## config.mk

```make
export PLATFORM = sky130hd
export DESIGN_NAME = apb_master_bridge_flat
export DESIGN_NICKNAME = d
export VERILOG_FILES = /design/src/rtl/apb_master_bridge_if.sv /design/src/rtl/apb_master_bridge.sv /design/src/flat_wrapper.sv
export SDC_FILE = /design/constraint.sdc
export NUM_CORES = 1
export LEC_CHECK = 0
export CAP_MARGIN = 20
export CORE_MARGIN = 5
export CORE_UTILIZATION = 30
export CTS_CLUSTER_DIAMETER = 150
export CTS_CLUSTER_SIZE = 10
export DETAILED_ROUTE_END_ITERATION = 8
export PLACE_DENSITY = 0.63
export SETUP_SLACK_MARGIN = 0.3
export SLEW_MARGIN = 10
export SYNTH_ARGS = -nofsm -noshare
export SYNTH_HDL_FRONTEND = slang
export SYNTH_SLANG_ARGS = --single-unit
```

## constraint.sdc

```tcl
create_clock -name p_clk_i -period 2.1 [get_ports p_clk_i]
set_input_delay 0.315 -clock p_clk_i [delete_from_list [all_inputs] [get_ports p_clk_i]]
set_output_delay 0.315 -clock p_clk_i [all_outputs]
set_load 0.03 [all_outputs]
```

## src/rtl/apb_master_bridge_if.sv

```systemverilog
// apb_master_bridge_if: command/response stream and APB3 bus signals of the bridge
interface apb_master_bridge_if #(
    parameter int ADR_W = 32,
    parameter int DAT_W = 32
) ();
    logic             cmd_valid_i;
    logic             cmd_ready_o;
    logic             cmd_we_i;
    logic [ADR_W-1:0] cmd_adr_i;
    logic [DAT_W-1:0] cmd_dat_i;
    logic             rsp_valid_o;
    logic             rsp_ready_i;
    logic [DAT_W-1:0] rsp_dat_o;
    logic             rsp_err_o;
    logic [ADR_W-1:0] p_adr_o;
    logic [DAT_W-1:0] p_dat_o;
    logic [DAT_W-1:0] p_dat_i;
    logic             p_sel_o;
    logic             p_enable_o;
    logic             p_we_o;
    logic             p_ready_i;

    modport master (
        input  cmd_valid_i, cmd_we_i, cmd_adr_i, cmd_dat_i, rsp_ready_i, p_dat_i, p_ready_i,
        output cmd_ready_o, rsp_valid_o, rsp_dat_o, rsp_err_o,
        output p_adr_o, p_dat_o, p_sel_o, p_enable_o, p_we_o
    );

    modport slave (
        output cmd_valid_i, cmd_we_i, cmd_adr_i, cmd_dat_i, rsp_ready_i, p_dat_i, p_ready_i,
        input  cmd_ready_o, rsp_valid_o, rsp_dat_o, rsp_err_o,
        input  p_adr_o, p_dat_o, p_sel_o, p_enable_o, p_we_o
    );
endinterface

```

## src/rtl/apb_master_bridge.sv

```systemverilog
// apb_master_bridge: single-outstanding APB3 master driven by a valid/ready command stream
module apb_master_bridge #(
    parameter int ADR_W   = 32,
    parameter int DAT_W   = 32,
    parameter int TIMEOUT = 16
) (
    input  logic                p_clk_i,
    input  logic                p_rst_i,
    apb_master_bridge_if.master bus,
    output logic [15:0]         txn_cnt_o
);
    typedef enum logic [1:0] {IDLE, SETUP, ACCESS, RESP} state_t;

    state_t           r_state;
    state_t           w_next;
    logic [ADR_W-1:0] r_adr;
    logic [DAT_W-1:0] r_dat;
    logic             r_we;
    logic             r_sel;
    logic             r_enable;
    logic [7:0]       r_wait;
    logic [DAT_W-1:0] r_rsp_dat;
    logic             r_rsp_err;
    logic [15:0]      r_txn;
    logic             w_accept;
    logic             w_misaligned;
    logic             w_timeout;
    logic             w_finish;
    logic             w_busy;
    logic             w_done;

    // next-state decode and handshake qualifiers
    always_comb begin
        w_accept     = bus.cmd_valid_i && (r_state == IDLE);
        w_misaligned = bus.cmd_adr_i[1:0] != 2'b00;
        w_timeout    = !bus.p_ready_i && (r_wait == 8'(TIMEOUT - 1));
        w_next       = r_state;
        case (r_state)
            IDLE:    w_next = w_accept ? (w_misaligned ? RESP : SETUP) : IDLE;
            SETUP:   w_next = ACCESS;
            ACCESS:  w_next = (bus.p_ready_i || w_timeout) ? RESP : ACCESS;
            RESP:    w_next = bus.rsp_ready_i ? IDLE : RESP;
            default: w_next = IDLE;
        endcase
        w_finish = (r_state == ACCESS) && (w_next == RESP);
        w_busy   = (w_next == SETUP) || (w_next == ACCESS);
        w_done   = (r_state == RESP) && bus.rsp_ready_i;
    end

    // state, registered APB outputs, wait counter, response and transaction count
    always_ff @(posedge p_clk_i) begin
        if (!p_rst_i) begin
            r_state   <= IDLE;
            r_adr     <= '0;
            r_dat     <= '0;
            r_we      <= 1'b0;
            r_sel     <= 1'b0;
            r_enable  <= 1'b0;
            r_wait    <= 8'd0;
            r_rsp_dat <= '0;
            r_rsp_err <= 1'b0;
            r_txn     <= 16'd0;
        end else begin
            r_state   <= w_next;
            r_sel     <= w_busy;
            r_enable  <= w_next == ACCESS;
            r_adr     <= !w_busy ? '0 : w_accept ? bus.cmd_adr_i : r_adr;
            r_dat     <= !w_busy ? '0 : w_accept ? bus.cmd_dat_i : r_dat;
            r_we      <= !w_busy ? 1'b0 : w_accept ? bus.cmd_we_i : r_we;
            r_wait    <= (r_state == ACCESS && !bus.p_ready_i) ? r_wait + 8'd1 : 8'd0;
            r_rsp_dat <= (w_finish && bus.p_ready_i && !r_we) ? bus.p_dat_i :
                         (r_state == RESP) ? r_rsp_dat : '0;
            r_rsp_err <= (r_state == RESP) ? r_rsp_err :
                         (w_accept && w_misaligned) || (w_finish && !bus.p_ready_i);
            r_txn     <= r_txn + 16'(w_done);
        end
    end

    assign bus.cmd_ready_o = r_state == IDLE;
    assign bus.rsp_valid_o = r_state == RESP;
    assign bus.rsp_dat_o   = r_rsp_dat;
    assign bus.rsp_err_o   = r_rsp_err;
    assign bus.p_adr_o     = r_adr;
    assign bus.p_dat_o     = r_dat;
    assign bus.p_we_o      = r_we;
    assign bus.p_sel_o     = r_sel;
    assign bus.p_enable_o  = r_enable;
    assign txn_cnt_o       = r_txn;
endmodule

```

## src/flat_wrapper.sv

```systemverilog
// flat-port wrapper written by rule: the top's interface ports become plain ports
module apb_master_bridge_flat 
#(
    parameter int ADR_W   = 32,
    parameter int DAT_W   = 32,
    parameter int TIMEOUT = 16
)
  (p_clk_i, p_rst_i, txn_cnt_o, bus_cmd_valid_i, bus_cmd_we_i, bus_cmd_adr_i, bus_cmd_dat_i, bus_rsp_ready_i, bus_p_dat_i, bus_p_ready_i, bus_cmd_ready_o, bus_rsp_valid_o, bus_rsp_dat_o, bus_rsp_err_o, bus_p_adr_o, bus_p_dat_o, bus_p_sel_o, bus_p_enable_o, bus_p_we_o);
  apb_master_bridge_if #(.ADR_W(ADR_W), .DAT_W(DAT_W)) bus_i ();
  input  logic p_clk_i;
  input  logic p_rst_i;
  output logic [15:0] txn_cnt_o;
  input wire logic [$bits(bus_i.cmd_valid_i)-1:0] bus_cmd_valid_i;
  input wire logic [$bits(bus_i.cmd_we_i)-1:0] bus_cmd_we_i;
  input wire logic [$bits(bus_i.cmd_adr_i)-1:0] bus_cmd_adr_i;
  input wire logic [$bits(bus_i.cmd_dat_i)-1:0] bus_cmd_dat_i;
  input wire logic [$bits(bus_i.rsp_ready_i)-1:0] bus_rsp_ready_i;
  input wire logic [$bits(bus_i.p_dat_i)-1:0] bus_p_dat_i;
  input wire logic [$bits(bus_i.p_ready_i)-1:0] bus_p_ready_i;
  output wire logic [$bits(bus_i.cmd_ready_o)-1:0] bus_cmd_ready_o;
  output wire logic [$bits(bus_i.rsp_valid_o)-1:0] bus_rsp_valid_o;
  output wire logic [$bits(bus_i.rsp_dat_o)-1:0] bus_rsp_dat_o;
  output wire logic [$bits(bus_i.rsp_err_o)-1:0] bus_rsp_err_o;
  output wire logic [$bits(bus_i.p_adr_o)-1:0] bus_p_adr_o;
  output wire logic [$bits(bus_i.p_dat_o)-1:0] bus_p_dat_o;
  output wire logic [$bits(bus_i.p_sel_o)-1:0] bus_p_sel_o;
  output wire logic [$bits(bus_i.p_enable_o)-1:0] bus_p_enable_o;
  output wire logic [$bits(bus_i.p_we_o)-1:0] bus_p_we_o;
  assign bus_i.cmd_valid_i = bus_cmd_valid_i;
  assign bus_i.cmd_we_i = bus_cmd_we_i;
  assign bus_i.cmd_adr_i = bus_cmd_adr_i;
  assign bus_i.cmd_dat_i = bus_cmd_dat_i;
  assign bus_i.rsp_ready_i = bus_rsp_ready_i;
  assign bus_i.p_dat_i = bus_p_dat_i;
  assign bus_i.p_ready_i = bus_p_ready_i;
  assign bus_cmd_ready_o = bus_i.cmd_ready_o;
  assign bus_rsp_valid_o = bus_i.rsp_valid_o;
  assign bus_rsp_dat_o = bus_i.rsp_dat_o;
  assign bus_rsp_err_o = bus_i.rsp_err_o;
  assign bus_p_adr_o = bus_i.p_adr_o;
  assign bus_p_dat_o = bus_i.p_dat_o;
  assign bus_p_sel_o = bus_i.p_sel_o;
  assign bus_p_enable_o = bus_i.p_enable_o;
  assign bus_p_we_o = bus_i.p_we_o;
  apb_master_bridge #(.ADR_W(ADR_W), .DAT_W(DAT_W), .TIMEOUT(TIMEOUT)) u_core (.p_clk_i(p_clk_i), .p_rst_i(p_rst_i), .bus(bus_i), .txn_cnt_o(txn_cnt_o));
endmodule
```

==> run metrics, run 1 <==
Hold Path Class=reg -> reg; DR WL/cell=14.9 um; Design Area, Final=0.00813 mm2; Synth-to-Final Area Change=73.0%; Clk network pwr share=43.8%; Die ar.=0.0183 mm2; routability congestion estimate=0.785; Reg2Reg Depth=10; Avg Inst Size Synth=8.90 um2; I/O Pins=220; peak supply drop=0.000507 V; Min-Delay Path Depth=1; Seq pwr share=39.1%; Internal=4.86 mW; Clock H-tree levels=4; Final Hold Violating Endpoints=0; Mapped Area=0.00470 mm2; first-pass GRT wire length=21900 um; Crit. End Element=flip-flop; sequential cell area fraction in the yosys report=53.7%; initial detailed-routing violation count=228; largest net degree at the start of global routing=67; final critical-path share of the clock period=97.5%; setup violators final=0; core area=0.0153 mm2; Cells after Synth=528; GR Overflow Total=0; worst reg2reg setup slack=0.05 ns; commonest non-fill, non-tap cell in the layout=clkdlybuf4s50_1; outcome=completed; routed vias/inst=4.57; drt drc=0; worst r2r dst=u_core.bus.rsp_dat_o[5]$_SDFFE_PN0P_; uppermost routed layer=met4; top achievable clock speed=488 MHz; max-capacitance violation count=0; synth warn=0; crit path max-delay cell type=dfxtp_2; clk sink count=126; # port buffers=219; Switching Fraction=25.1%; cts bufs inserted=17; post-DP HPWL=9990 um; GRT Total Usage=15.0%; most frequent cells in the layout=clkdlybuf4s50_1 (179), nand2_1 (140), dfxtp_1 (122); clock latency on the worst-skew pair=0.41 ns; relative slew slack=55.0%; Cell variety after synth=33; diode count=0; Tmin final=2.05 ns; Initial Utilization=30.8%; initial antenna violation count=0; WHS Endpoint=u_core.r_wait[0]$_SDFF_PN0_; root buffer cell=clkbuf_16; Pins Over Slew Limit=0; Startpoint Class=flip-flop; Synth Net Count=635; register clock-pin slew on the reported worst setup and hold paths=0.05 ns; final wirelength=14600 um; First-pass DRT Iterations=4; WL met2=7060 um; CTS tree=built; Final Core Density=53.3%; Reg-to-Reg Start=u_core.r_wait[6]$_SDFF_PN0_; Worst-Margin Slew=0.675 ns; placed cell areas=0.00716 mm2; routed metal-1 wirelength=5880 um; Required @ worst endpoint=2.44 ns; critical-path cell list=nor4_4, a41oi_2, o221ai_2, ha_2, nand2_2, nor3_4, buf_12, clkbuf_16, a22oi_1, nor2b_1; via count=4467; Setup CP Type=reg -> reg; #FFs+latches synth=126; Die W=135 um; CP peak stage delay=0.34 ns; RSZ-0062 raised after global routing=yes; clock tree buffer depth=2; P per Cell Area=798 mW/mm2; final net count=861; Hold Crit Start=u_core.r_wait[0]$_SDFF_PN0_; Worst Skew=0.0114 ns; row count=45; wire length on met3=1390 um; Leakage=3.34 nW; Net Switching=1.63 mW; critical path arrival=2.39 ns; vias in the first global route=4454; share of layout cells above drive strength 1=15.5%; Gate power share=17.1%; Die Y=135 um; CP Max Fanout=16; DRT antenna net count=0
## critical path, delay by kind of cell (launching register included)
family | cells | cell delay (ns)
and+or+nand+nor | 4 | 0.65
AOI/OAI and AO/OA | 3 | 0.45
DFF | 1 | 0.34
buffers and inverters | 2 | 0.32
adders and majority gates | 1 | 0.23
## state kept, by name (all words and copies together), names as in the netlist
register	cells
u_core.bus.p_we_o	1
u_core.bus.p_dat_o	32
u_core.r_state	2
u_core.txn_cnt_o	16
u_core.r_wait	8
u_core.bus.p_enable_o	1
u_core.bus.rsp_dat_o	32
u_core.bus.rsp_err_o	1
u_core.bus.p_adr_o	32
u_core.bus.p_sel_o	1
## routing by layer
| metal | track usage, % | vias up |
|---|---|---|
| met1 | 16.8 | 2088 |
| met2 | 24.5 | 160 |
| met4 | 5.77 | 0 |
| li1 | - | 2201 |
| met5 | 0 | - |
| met3 | 7.36 | 18 |
## synth_stat cells (all sizes together)
cell    instances  area share (%)
nand2         142              11
dfxtp         126              54
a21oi          67             7.1
nor2b          33             4.4
a22oi          32             5.1
buf            23             3.1
and2           15             2.0
nand3          12             1.5
clkbuf         11            0.88
nor2           11             1.0
xor2           10             1.9
nand2b          6            0.96
ha              5             1.3
inv             5            0.40
o21ai           5            0.53
xnor2           5            0.93
and3            4            0.53
mux2i           4            0.85
nor3            4            0.67
nor4            3            0.72
a21boi          1            0.16
a41oi           1            0.19
o221ai          1            0.32
or3             1            0.13
or3b            1            0.19
## final cells by class
type | count | area (um2)
Fill cell | 1396 | 7130
Timing Repair Buffer | 241 | 2530
Sequential cell | 126 | 2530
Multi-Input combinational cell | 363 | 2210
Clock buffer | 25 | 495
Tap cell | 211 | 264
Clock inverter | 6 | 82.6
Inverter | 5 | 18.8
## power groups by stage
stage / Clock [mW] / Combinational [mW] / Sequential, mW
5_1_grt: 3.03 / 1.19 / 2.55
3_3_place_gp: 0 / 0.987 / 2.59
3_5_place_dp: 0 / 0.994 / 2.59
6_report: 2.84 / 1.11 / 2.54
4_1_cts: 2.92 / 1.02 / 2.54
2_1_floorplan: 0 / 0.364 / 2.76
## cells by family after synthesis
| logic type | Yosys count | share of synthesized area [%] |
|---|---|---|
| buf+inv | 39 | 4.42 |
| fa+ha+maj | 5 | 1.33 |
| xor+xnor | 15 | 2.79 |
| compound gates | 107 | 13.4 |
| mux | 4 | 0.852 |
| simple gates | 232 | 23.5 |
| flops | 126 | 53.7 |
## worst max path at each step
stage	slack, ns	depth (start not counted)	startpoint	end
after floorplan	0.28	9	u_core.r_wait[6]$_SDFF_PN0_	u_core.bus.p_adr_o[23]$_SDFFE_PN0P_
after global placement	-0.05	8	bus_rsp_ready_i	u_core.txn_cnt_o[10]$_SDFF_PN0_
after detailed placement	-0.05	8	bus_rsp_ready_i	u_core.txn_cnt_o[10]$_SDFF_PN0_
after CTS	0.13	9	u_core.r_wait[6]$_SDFF_PN0_	u_core.bus.rsp_dat_o[26]$_SDFFE_PN0P_
after global routing	-0.09	10	u_core.r_wait[6]$_SDFF_PN0_	u_core.bus.rsp_dat_o[18]$_SDFFE_PN0P_
final	0.05	10	u_core.r_wait[6]$_SDFF_PN0_	u_core.bus.rsp_dat_o[5]$_SDFFE_PN0P_
## what timing repair did
action,4_1_cts,5_1_grt
buffers inserted,1,2
setup endpoints to repair,115,131
endpoints found under the hold margin,0,0
resized for setup,34,62
hold buffers,0,0
pin swaps,0,1
gates cloned,1,4
## metrics by stage
stage	cells	power, mW	TNS (ns)	hold slack [ns]	worst slack (ns)
floorplan	528	3.12	0	0.413	0.275
global placement	938	3.57	-0.0527	0.425	-0.0527
detailed placement	938	3.58	-0.0742	0.436	-0.0537
CTS	971	6.48	0	0.429	0.135
global route	977	6.77	-2.65	0.441	-0.0913
finish	977	6.49	0	0.444	0.0526
(Power assumes the default switching activity.)
==> run 2, diff against run 1 <==
--- a/config.mk
+++ b/config.mk
@@ -5,13 +5,12 @@
 export SDC_FILE = /design/constraint.sdc
 export NUM_CORES = 1
 export LEC_CHECK = 0
-export CAP_MARGIN = 20
 export CORE_MARGIN = 5
-export CORE_UTILIZATION = 30
+export CORE_UTILIZATION = 35
 export CTS_CLUSTER_DIAMETER = 150
 export CTS_CLUSTER_SIZE = 10
 export DETAILED_ROUTE_END_ITERATION = 8
-export PLACE_DENSITY = 0.63
+export PLACE_DENSITY = 0.72
 export SETUP_SLACK_MARGIN = 0.3
 export SLEW_MARGIN = 10
 export SYNTH_ARGS = -nofsm -noshare
==> run 2 against run 1 <==
Cell count decreased by 3.4%. Final area shrank 1.8%. Core utilization up 7.2 points. Clock power fell by 5%. Critical endpoint is now u_core.bus.rsp_dat_o[3]$_SDFFE_PN0P_. Largest power group unchanged. Highest routed layer unchanged.
==> run metrics, run 2 (same netlist as run 1, synthesis figures left out) <==
final critical-path share of the clock period=96.1% (-1.4 points); register clock-pin slew on the reported worst setup and hold paths=0.05 ns (about the same); diode count=0 (unchanged); via count=4489 (+0.49%); critical path arrival=2.36 ns (-0.03 ns); dpl cells=908 (-3.2%); worst reg2reg setup slack=0.08 ns (+0.03 ns); final net count=862 (+0.12%); peak supply drop=0.000533 V (+5.0%); non-filler cells in the finished layout=944 (-3.4%); Final Hold Violating Endpoints=0 (unchanged); routed vias/inst=4.76 (+4.0%); core area=0.0132 mm2 (-14%); # fillers=1115 (-20%); Hold Buf Count CTS=0 (unchanged); DRT antenna net count=0 (unchanged); I/O Pins=220 (unchanged); setup violators final=0 (unchanged); P per Cell Area=787 mW/mm2 (-1.5%); final wirelength=14100 um (-3.3%); Initial Utilization=35.6% (+4.8 points); clock latency on the worst-skew pair=0.41 ns (about the same); routability congestion estimate=0.769 (-2.0%); Worst Skew=0.00913 ns (-0.00229 ns); GRT Total Usage=16.6% (+1.6 points); Startpoint Class=flip-flop; cts bufs inserted=17 (unchanged); Design Area, Final=0.00798 mm2 (-1.8%); RSZ-0062 raised after global routing=yes; clock tree buffer depth=2 (unchanged); initial antenna violation count=0 (unchanged); first-pass GRT wire length=21400 um (-2.5%); clk sink count=126 (unchanged); initial detailed-routing violation count=144 (-37%); Crit. End Element=flip-flop; GR Overflow Total=0 (unchanged); share of layout cells above drive strength 1=15.1% (-0.43 points); Final Core Density=60.5% (+7.2 points); row count=42 (-6.7%); top achievable clock speed=495 MHz (+1.4%); Tmin final=2.02 ns (-0.0284 ns); most frequent cells in the layout=clkdlybuf4s50_1 (187), nand2_1 (140), dfxtp_1 (122); post-DP HPWL=9800 um (-1.9%); Worst-Margin Slew=0.660 ns (-0.0152 ns); CP Max Fanout=16 (unchanged); placed cell areas=0.00714 mm2 (-0.26%); Die ar.=0.0158 mm2 (-13%); drt drc=0 (unchanged); First-pass DRT Iterations=4 (unchanged); commonest non-fill, non-tap cell in the layout=clkdlybuf4s50_1; Die W=126 um (-6.9%); Pins Over Slew Limit=0 (unchanged); CTS tree=built; relative slew slack=56.0% (+1.0 points); vias in the first global route=4464 (+0.22%); Die Y=126 um (-6.9%); total power=6.28 mW (-3.3%); largest net degree at the start of global routing=67 (unchanged); Clock H-tree levels=4 (unchanged); max-capacitance violation count=0 (unchanged); Synth-to-Final Area Change=69.8%; outcome=completed; Leakage=3.19 nW (-4.3%); Setup CP Type=reg -> reg; DR WL/cell=14.9 um (about the same); # port buffers=219 (unchanged); Hold Path Class=reg -> reg; Required @ worst endpoint=2.44 ns (about the same); root buffer cell=clkbuf_16
-- run 2: layer usage --
metal / track usage (%) / share of wire (%)
met5: 0 / 0
met4: 6.81 / 2.6
met3: 7.20 / 8.0
met2: 29.5 / 50
met1: 17.1 / 39
-- run 2: metrics by stage --
step                      hold slack (ns)  TNS [ns]  setup WS [ns]
final                               0.451         0         0.0810
after global routing                0.435    -0.197        -0.0290
after CTS                           0.432         0         0.0897
after detailed placement            0.445     -1.75        -0.0707
after global placement              0.425   -0.0504        -0.0374
after floorplan                     0.413         0          0.275
-- run 2: worst paths after layout --
kind	depth (start not counted)	endpoint	start
max	10	u_core.bus.rsp_dat_o[3]$_SDFFE_PN0P_	u_core.r_wait[6]$_SDFF_PN0_
min	2	u_core.bus.p_dat_o[21]$_SDFFE_PN0P_	u_core.bus.p_dat_o[21]$_SDFFE_PN0P_
max reg2reg	10	u_core.bus.rsp_dat_o[3]$_SDFFE_PN0P_	u_core.r_wait[6]$_SDFF_PN0_
min reg2reg	2	u_core.bus.p_dat_o[21]$_SDFFE_PN0P_	u_core.bus.p_dat_o[21]$_SDFFE_PN0P_
-- run 2: cell type report --
type	instances	area (um2)	share of cell area (%)
sequential	126	2530	31.7
tap	176	220	2.76
multi-input combinational	363	2180	27.3
clock buffer	19	453	5.68
timing repair buffer	242	2480	31.1
inverter	5	18.8	0.235
clock inverter	13	97.6	1.22
-- run 2: power by group --
part           total (mW)  internal, mW  switching [mW]
sequential           2.54          2.49          0.0511
combinational        1.04         0.476           0.565
clock                2.70          1.67            1.03
-- run 2: critical path: stages (launching register included) --
cell and delay (ns):
dfxtp_2 0.33, nor4_4 0.27, a41oi_2 0.17, o221ai_2 0.24, ha_2 0.23, nand2_2 0.07
nor3_4 0.15, buf_12 0.15, clkbuf_16 0.16, a22oi_1 0.07, nor2b_1 0.11
-- run 2: timing repair --
action | CTS | global route
pin swaps | 1 | 1
buffers inserted | 1 | 1
endpoints found under the setup margin | 115 | 117
gates resized for setup | 28 | 51
gates cloned | 0 | 2
